### src/rtl/overlay_sequencer_if.sv
// overlay_sequencer_if
//   Bundles the frame-rate control inputs, the per-pixel overlay requests and
//   the sequencer outputs for overlay_sequencer.
//   master : the environment. It drives frame_tick, en_mask, hold and ov_req,
//            and it observes pix_on, sel, showing and change.
//   slave  : the sequencer. It has the opposite directions.
interface overlay_sequencer_if;
  logic       frame_tick;
  logic [3:0] en_mask;
  logic       hold;
  logic [3:0] ov_req;
  logic       pix_on;
  logic [1:0] sel;
  logic       showing;
  logic       change;

  modport master (
    output frame_tick, en_mask, hold, ov_req,
    input  pix_on, sel, showing, change
  );

  modport slave (
    input  frame_tick, en_mask, hold, ov_req,
    output pix_on, sel, showing, change
  );
endinterface

### src/rtl/overlay_sequencer.sv
// overlay_sequencer
//   Rotates an on-screen overlay through up to four text sources.
//   - Each enabled source is shown for DWELL_FRAMES frames.
//   - GAP_FRAMES blank frames follow each source.
//   - The next source is the next enabled index, in round-robin order.
//   - State, sel and the frame counter advance only on frame_tick while hold
//     is low, so sel never changes mid-frame.
//   - The pixel path runs every clk: pix_on is the registered ov_req of the
//     selected source while showing.
//
// Ports
//   clk    : pixel clock, the only clock
//   rst_n  : asynchronous active-low reset
//   bus    : overlay_sequencer_if.slave
//            inputs  frame_tick, en_mask[3:0], hold, ov_req[3:0]
//            outputs pix_on, sel[1:0], showing, change
//
// Optional feature
//   OVERLAY_BLINK_EN : when defined, pix_on is blanked in SHOW on frames where
//                      cnt >= DWELL_FRAMES-8 (or 0 for short dwells) and
//                      cnt[1] is set. This gives a pre-switch blink.
//
// States
//   IDLE | nothing shown; waiting for a tick with any source enabled
//   SHOW | source sel is displayed; cnt counts dwell frames
//   GAP  | blank interval between sources; cnt counts gap frames
module overlay_sequencer #(
  parameter int DWELL_FRAMES = 120,
  parameter int GAP_FRAMES   = 30
) (
  input  logic                clk,
  input  logic                rst_n,
  overlay_sequencer_if.slave  bus
);

  typedef enum logic [1:0] {IDLE, SHOW, GAP} state_t;

  localparam logic [7:0] DWELL_LAST = 8'(DWELL_FRAMES - 1);
  localparam logic [7:0] GAP_LAST   = 8'(GAP_FRAMES - 1);

  state_t     state;
  logic [7:0] cnt;
  logic [1:0] sel;
  logic       showing;
  logic       change;
  logic       pix_on;
  logic       blink;
  logic       qual_tick;

  assign qual_tick = bus.frame_tick & ~bus.hold;

`ifdef OVERLAY_BLINK_EN
  localparam logic [7:0] BLINK_START = 8'((DWELL_FRAMES >= 8) ? DWELL_FRAMES - 8 : 0);
  assign blink = (state == SHOW) && (cnt >= BLINK_START) && cnt[1];
`else
  assign blink = 1'b0;
`endif

  // Returns the nearest enabled index after s, in round-robin order. The scan
  // runs from the farthest candidate to the nearest, so the nearest one is
  // assigned last and wins. s itself is kept only when no other source is
  // enabled.
  function automatic logic [1:0] next_en(input logic [1:0] s, input logic [3:0] m);
    logic [1:0] r;
    logic [1:0] idx;
    r = s;
    for (int k = 3; k >= 1; k--) begin
      idx = s + 2'(k);
      if (m[idx]) r = idx;
    end
    return r;
  endfunction

  always_ff @(posedge clk or negedge rst_n) begin
    if (!rst_n) begin
      state   <= IDLE;
      cnt     <= 8'd0;
      sel     <= 2'd3;
      showing <= 1'b0;
      change  <= 1'b0;
      pix_on  <= 1'b0;
    end else begin
      change <= 1'b0;
      pix_on <= showing & bus.ov_req[sel] & ~blink;
      if (qual_tick) begin
        unique case (state)
          IDLE: begin
            if (bus.en_mask != 4'd0) begin
              sel     <= next_en(sel, bus.en_mask);
              state   <= SHOW;
              showing <= 1'b1;
              cnt     <= 8'd0;
              change  <= 1'b1;
            end
          end
          SHOW: begin
            // A source disabled mid-dwell still passes through GAP before
            // the sequencer idles or moves on.
            if (cnt == DWELL_LAST || !bus.en_mask[sel]) begin
              state   <= GAP;
              showing <= 1'b0;
              cnt     <= 8'd0;
            end else begin
              cnt <= cnt + 8'd1;
            end
          end
          GAP: begin
            if (bus.en_mask == 4'd0) begin
              state <= IDLE;
              cnt   <= 8'd0;
            end else if (cnt == GAP_LAST) begin
              sel     <= next_en(sel, bus.en_mask);
              state   <= SHOW;
              showing <= 1'b1;
              cnt     <= 8'd0;
              change  <= 1'b1;
            end else begin
              cnt <= cnt + 8'd1;
            end
          end
          default: begin
            state   <= IDLE;
            showing <= 1'b0;
            cnt     <= 8'd0;
          end
        endcase
      end
    end
  end

  assign bus.pix_on  = pix_on;
  assign bus.sel     = sel;
  assign bus.showing = showing;
  assign bus.change  = change;

endmodule

### src/flat_wrapper.sv
// flat-port wrapper written by rule: the top's interface ports become plain ports
module overlay_sequencer_flat 
#(
  parameter int DWELL_FRAMES = 120,
  parameter int GAP_FRAMES   = 30
)
  (clk, rst_n, bus_frame_tick, bus_en_mask, bus_hold, bus_ov_req, bus_pix_on, bus_sel, bus_showing, bus_change);
  overlay_sequencer_if bus_i ();
  input  logic clk;
  input  logic rst_n;
  input wire logic [$bits(bus_i.frame_tick)-1:0] bus_frame_tick;
  input wire logic [$bits(bus_i.en_mask)-1:0] bus_en_mask;
  input wire logic [$bits(bus_i.hold)-1:0] bus_hold;
  input wire logic [$bits(bus_i.ov_req)-1:0] bus_ov_req;
  output wire logic [$bits(bus_i.pix_on)-1:0] bus_pix_on;
  output wire logic [$bits(bus_i.sel)-1:0] bus_sel;
  output wire logic [$bits(bus_i.showing)-1:0] bus_showing;
  output wire logic [$bits(bus_i.change)-1:0] bus_change;
  assign bus_i.frame_tick = bus_frame_tick;
  assign bus_i.en_mask = bus_en_mask;
  assign bus_i.hold = bus_hold;
  assign bus_i.ov_req = bus_ov_req;
  assign bus_pix_on = bus_i.pix_on;
  assign bus_sel = bus_i.sel;
  assign bus_showing = bus_i.showing;
  assign bus_change = bus_i.change;
  overlay_sequencer #(.DWELL_FRAMES(DWELL_FRAMES), .GAP_FRAMES(GAP_FRAMES)) u_core (.clk(clk), .rst_n(rst_n), .bus(bus_i));
endmodule
### config.mk
export PLATFORM = sky130hd
export DESIGN_NAME = overlay_sequencer_flat
export DESIGN_NICKNAME = d
export VERILOG_FILES = /design/src/rtl/overlay_sequencer_if.sv /design/src/rtl/overlay_sequencer.sv /design/src/flat_wrapper.sv
export SDC_FILE = /design/constraint.sdc
export NUM_CORES = 1
export LEC_CHECK = 0
export CAP_MARGIN = 10
export CORE_MARGIN = 2
export CORE_UTILIZATION = 30
export DETAILED_ROUTE_END_ITERATION = 7
export GPL_TIMING_DRIVEN = 0
export MAX_ROUTING_LAYER = met4
export SLEW_MARGIN = 10
export SYNTH_ARGS = -nofsm -noshare
export SYNTH_HDL_FRONTEND = slang
export SYNTH_SLANG_ARGS = --single-unit
### constraint.sdc
create_clock -name clk -period 2.1 [get_ports clk]
set_input_delay 0.525 -clock clk [delete_from_list [all_inputs] [get_ports clk]]
set_output_delay 0.525 -clock clk [all_outputs]
set_load 0.005 [all_outputs]
==> reports/metrics.csv <==
metric;value;unit
Ports;17;
H-tree lvl count;1;
Final Setup Violations;0;
met1 WL;1.202;mm
Static Leak;0.5743;nW
Num CTS Buffers;3;
maximum clock frequency;511.1;MHz
antenna violations before repair;0;
Routed wire per std cell;13.29;um
share of cells above drive strength 1;11.43;%
largest net degree at the start of global routing;16;
CTS hold repair buffers;0;
routed wire length on met3;106;um
CTS tree;done;
Final Hold Vio Count;0;
DR vias;952;
row count;21;
worst-margin pin slew;0.6946;ns
global-route wire length before repair;4.291;mm
vias in the first global route;944;
placer congestion estimate;0.8056;
status;finished, final reports clean;
period utilization;93.17;%
met2 routed WL;1.143;mm
clock transition at the registers of the reported paths;0.09;ns
CP endpoint kind;flip-flop;
core box area;3416;sq um
Starting Density;31.94;%
Layout Nets;159;
Worst Setup Slack, final;0.1434;ns
PortBufs;16;
worst skew pair latency;0.29;ns
fin crit period;1.957;ns
Iteration-0 DRC Markers;72;
Die X;64.31;um
DP Worst Slack;-0.3069;ns
Area growth syn-to-layout;24.66;%
slew margin rel.;53.55;%
CTS Sinks;15;
Worst EP required;2.27;ns
storage element area;377.9;sq um
overall routing resource usage;13.35;%
global route overflow;0;
Pwr Density;934.7;nW/um^2
mapped cell area;1091;sq um
die span in y;64.31;um
Max Cap Viol;0;
Ant. Diodes;0;
Post-Syn Nets;138;
# Post-CTS Setup Buffers;0;
startpoint class of the critical path;flip-flop;
Worst EP arrival;2.13;ns
Post-Route WL;2.472;mm
CP Class;reg2reg;
#FFs+latches synth;15;
VDD IR max;0.0003395;V
Yosys Warn Count;0;
Bufs on Longest Clock Path;2;
worst clock skew;0.004871;ns
total die area;4135;sq um
CP Max Fanout;10;
Post-DP HPWL;1.836;mm
drc violations;0;
count of cell types in the netlist;40;
RSZ-0062 raised after global routing;false;
root buf cell;clkbuf_4;
post-DR vias/cell;5.118;
Max Used Layer;met4;
First-pass DRT Iterations;4;
post-route ant nets;0;
register area share after synthesis;34.63;%
Worst Hold Class;reg2reg;
final hold slack;0.5258;ns
multi-input logic area;651.9;sq um
final slew viol count;0;
Post-Synthesis Cells;120;
fill cell count;337;
Avg Inst Size Synth;9.092;sq um
utilization after layout;39.82;%
==> layout make-up <==
| type | instances | share of cell area, % |
|---|---|---|
| multi-input combinational | 87 | 47.93 |
| sequential | 15 | 27.78 |
| timing repair buffer | 16 | 12.51 |
| tap | 46 | 4.232 |
| inverter | 15 | 4.140 |
| clock buffer | 4 | 1.932 |
| buffer | 3 | 1.472 |
==> metal layers <==
| layer | track usage [%] | vias to the layer above |
|---|---|---|
| li1 | - | 477 |
| met1 | 17.49 | 448 |
| met2 | 21.61 | 25 |
| met3 | 1.761 | 2 |
| met4 | 3.989 | 0 |
| met5 | - | - |
==> placed cells by master, fill, tap and decap left out, drive strengths merged, types with 6 or more instances in the layout <==
| cell | count |
|---|---|
| o21ai | 7 |
| o22ai | 6 |
| a21oi | 11 |
| dfrtp | 13 |
| nand3 | 6 |
| clkdlybuf4s50 | 12 |
| nand2 | 12 |
| inv | 15 |
| ha | 6 |
==> state kept, by name, summed over array words and instances (netlist names) <==
signal / cells
u_core.cnt: 8
u_core.state: 2
u_core.bus.pix_on: 1
u_core.bus.change: 1
u_core.bus.sel: 2
u_core.bus.showing: 1
==> kinds of logic after synthesis <==
| logic type | after synthesis | synth area share, % |
|---|---|---|
| AND/OR/NAND/NOR | 40 | 20.99 |
| AO/OA/AOI/OAI | 36 | 23.28 |
| buffers and inverters | 18 | 6.994 |
| flip-flops | 15 | 34.63 |
| adder cells (fa/ha/maj) | 6 | 6.881 |
| multiplexers | 4 | 6.421 |
| XOR/XNOR | 1 | 0.8029 |
==> cell usage after synthesis <==
| cell | number | area share, % |
|---|---|---|
| nand2_1 | 11 | 3.8 |
| o221ai_1 | 1 | 0.80 |
| clkbuf_1 | 1 | 0.34 |
| a21o_1 | 2 | 1.4 |
| nor2b_1 | 1 | 0.57 |
| nor2_1 | 3 | 1.0 |
| buf_2 | 1 | 0.46 |
| ha_1 | 6 | 6.9 |
| dfstp_2 | 2 | 4.8 |
| o311ai_4 | 1 | 2.4 |
| o21ai_1 | 1 | 0.46 |
| o21ai_0 | 6 | 2.8 |
| xor2_1 | 1 | 0.80 |
| buf_6 | 1 | 1.0 |
| mux4_2 | 2 | 4.1 |
| mux2i_1 | 1 | 0.92 |
| nand3_1 | 5 | 2.3 |
| o22ai_1 | 6 | 3.4 |
| nand2b_1 | 5 | 2.9 |
| nand4_1 | 2 | 1.1 |
| nor4b_1 | 1 | 0.80 |
| a21oi_1 | 11 | 5.0 |
| o41ai_1 | 1 | 0.80 |
| nor4_1 | 2 | 1.1 |
| nand2_4 | 1 | 1.0 |
| a32o_1 | 1 | 0.92 |
| o31ai_1 | 2 | 1.4 |
| and4b_4 | 1 | 1.3 |
| a21boi_4 | 1 | 1.7 |
| dfrtp_1 | 13 | 30 |
| mux2_4 | 1 | 1.4 |
| a31oi_1 | 1 | 0.57 |
| nand3_2 | 1 | 0.92 |
| or4_1 | 1 | 0.69 |
| and2_1 | 2 | 1.1 |
| nor3b_1 | 2 | 1.4 |
| a211o_1 | 1 | 0.80 |
| o32ai_1 | 1 | 0.80 |
| inv_1 | 15 | 5.2 |
| nor3_1 | 2 | 0.92 |
==> final timing paths <==
kind	end	slack, ns	from	cells after the start
max	u_core.state[1]$_DFFE_PN0P_	0.14	u_core.bus.sel[0]$_DFFE_PN1P_	5
min	u_core.bus.pix_on$_DFF_PN0_	0.53	u_core.bus.showing$_DFFE_PN0P_	1
max reg2reg	u_core.state[1]$_DFFE_PN0P_	0.14	u_core.bus.sel[0]$_DFFE_PN1P_	5
min reg2reg	u_core.bus.pix_on$_DFF_PN0_	0.53	u_core.bus.showing$_DFFE_PN0P_	1
max in group asynchronous	u_core.bus.pix_on$_DFF_PN0_	1.01	rst_n	1
min in group asynchronous	u_core.cnt[4]$_DFFE_PN0P_	0.65	rst_n	1
==> what timing repair did <==
item | 4_1_cts | 5_1_grt
hold endpoints to repair | 0 | 0
gates resized for setup | 0 | 6
setup endpoints to repair | 0 | 11
==> power by group <==
| group | internal [W] | total, W | switching (W) |
|---|---|---|---|
| Combinational | 0.000338 | 0.000663 | 0.000325 |
| Sequential | 0.000374 | 0.000438 | 0.0000640 |
| Clock | 0.0000738 | 0.000170 | 0.0000963 |
| Total | 0.000786 | 0.00127 | 0.000486 |
==> through the flow <==
| step | setup TNS [ns] | power (W) | instances | cell area [sq um] |
|---|---|---|---|---|
| 2_1_floorplan | 0 | 0.0009028 | 120 | 1091 |
| 3_3_place_gp | -2.203 | 0.001092 | 182 | 1309 |
| 3_5_place_dp | -2.724 | 0.001111 | 182 | 1309 |
| 4_1_cts | 0 | 0.001287 | 186 | 1335 |
| 5_1_grt | 0 | 0.001384 | 186 | 1360 |
| 6_report | 0 | 0.001271 | 186 | 1360 |
==> critical path, stage by stage (launching register included) <==
cell	delay (ns)
dfstp_2	0.55
buf_6	0.15
mux4_2	0.53
o311ai_4	0.12
nand3_2	0.16
mux2_4	0.33
No activity file was read; power rests on OpenSTA's default activity.
==> RTL edit: new RTL, config.mk and constraints unchanged <==
Re-encode `state_t` (3 states) as one-hot, 3 bits wide.
--- a/src/rtl/overlay_sequencer.sv
+++ b/src/rtl/overlay_sequencer.sv
@@ -33,7 +33,7 @@
   overlay_sequencer_if.slave  bus
 );
 
-  typedef enum logic [1:0] {IDLE, SHOW, GAP} state_t;
+  typedef enum logic [2:0] {IDLE = 3'b001, SHOW = 3'b010, GAP = 3'b100} state_t;
 
   localparam logic [7:0] DWELL_LAST = 8'(DWELL_FRAMES - 1);
   localparam logic [7:0] GAP_LAST   = 8'(GAP_FRAMES - 1);
Check against the original RTL: no difference found for any inputs over 10 cycles, from zero or initial values and one cycle with rst_n low; not proved beyond that.
==> RTL edit against the original RTL <==
Maximum frequency decreased by 3.8%. Sequential share of layout area grew 0.78 points. Hold slack worse by 0.00080 ns. Design area up 4.0%. Sequential cell count increased by 1. Area after synthesis fell by 0.23%. Total power rose by 8.9%. Worst setup slack got worse by 0.077 ns. Routed wire length down 1.4%. Core utilization rose by 1.6 points. Critical endpoint is now u_core.bus.sel[1]$_DFFE_PN1P_. Largest cell class unchanged. Highest routed layer is now met3.
==> RTL edit: results (changes against the original RTL) <==
outcome:
  status: "finished, final reports clean"
pwr:
  switching_share_pct: 35.62  # -2.6 points
  peakVddDrop_mv: 0.4563  # +34%
global_route:
  grt_pass1_vias: 948  # +0.42%
  grt_usage_pct: 13.44  # +0.084 points
  met3_usage_pct: 3.345  # +1.6 points
  grt_use_met2_pct: 22.79  # +1.2 points
  grtUsageMet1_pct: 16.50  # -0.99 points
  grt_pass1_wl_um: 4298  # +0.16%
  grt_max_degree: 17  # +1
logic_synthesis:
  synthXorXnorAreaFrac_pct: 2.414  # +1.6 points
  postSynthCellCount: 113  # -5.8%
  synth_fa_ha_area_share_pct: 2.299  # -4.6 points
  yosys.cell_types.count: 46  # +15%
  ys_top_cells_by_count: "13 x dfrtp_1, 13 x nand2_1, 10 x nor2_1, 6 x a21oi_1, 5 x nand3_1"
  synth_compound_area_share_pct: 22.07  # -1.2 points
critical_path:
  rrSetupSlack_ns: 0.07  # -0.08 ns
  reg2reg_depth: 7  # +2
  crit_end: "u_core.bus.sel[1]$_DFFE_PN1P_"
  path_delay_family: "compound AO/OA/AOI/OAI gates"
  critical_path_arrival_ns: 2.26  # +0.13 ns
  cp_slowest_cell: "a2111oi_4"
  crit_start: "u_core.cnt[1]$_DFFE_PN0P_"
  r2r-start: "u_core.cnt[1]$_DFFE_PN0P_"
drt:
  wl_um: 2437  # -1.4%
  wl_met1_um: 1143  # -4.9%
  routed-wl-met3_um: 90  # -15%
  drtIter0Drc: 22  # -69%
  routed.top_layer: "met3"
  dr_wl_met2_um: 1203  # +5.2%
place:
  dp.final_hpwl_um: 1717  # -6.5%
  place_inst: 174  # -4.4%
cells_and_area:
  clkCellAreaFrac_pct: 2.564  # +0.63 points
  multi_input_area_share_pct: 47.83  # -0.097 points
  buffers: 26  # +7
  drive_above_1_share_pct: 24.46  # +13 points
  inverters: 4  # -11
  sh_seq_area_pct: 28.56  # +0.78 points
  stdcell_count: 185  # -0.54%
  area_share_nonclk_buffers_pct: 15.92  # +1.9 points
  reg_top3: "u_core.cnt: 8 flops, u_core.state: 3 flops, u_core.bus.sel: 2 flops"
  layout.nets: 154  # -3.1%
clock_tree:
  clock_sinks: 16  # +1
timing:
  clock_skew_ns: 0.005415  # +0.0005435 ns
  worst_pin_slew_ns: 0.7535  # +0.05889 ns
  whs_ns: 0.5250  # -0.0008020 ns
worst_hold_path:
  min_delay_worst_endpoint: "u_core.state[0]$_DFFE_PN1P_"
  hold_depth: 2  # +1
==> RTL edit: power groups by stage <==
stage / registers [mW] / logic (mW) / clock network [mW]
after floorplan: 0.492 / 0.406 / 0
after global placement: 0.501 / 0.577 / 0
after detailed placement: 0.504 / 0.587 / 0
after CTS: 0.512 / 0.638 / 0.225
after global routing: 0.530 / 0.734 / 0.240
final: 0.511 / 0.662 / 0.211
==> RTL edit: what timing repair did <==
action / 4_1_cts / 5_1_grt
buffers inserted: 4 / 4
setup endpoints to repair: 10 / 6
cloned: 0 / 0
gates resized for setup: 8 / 8
pin swaps: 1 / 3
==> RTL edit: stage by stage <==
stage	total power [mW]	instance area [um2]	setup slack, ns
2_1_floorplan	0.8987	1089	0.03830
3_3_place_gp	1.077	1296	-0.6815
3_5_place_dp	1.091	1296	-0.6758
4_1_cts	1.374	1380	0.01922
5_1_grt	1.503	1415	-0.02905
6_report	1.384	1415	0.06635
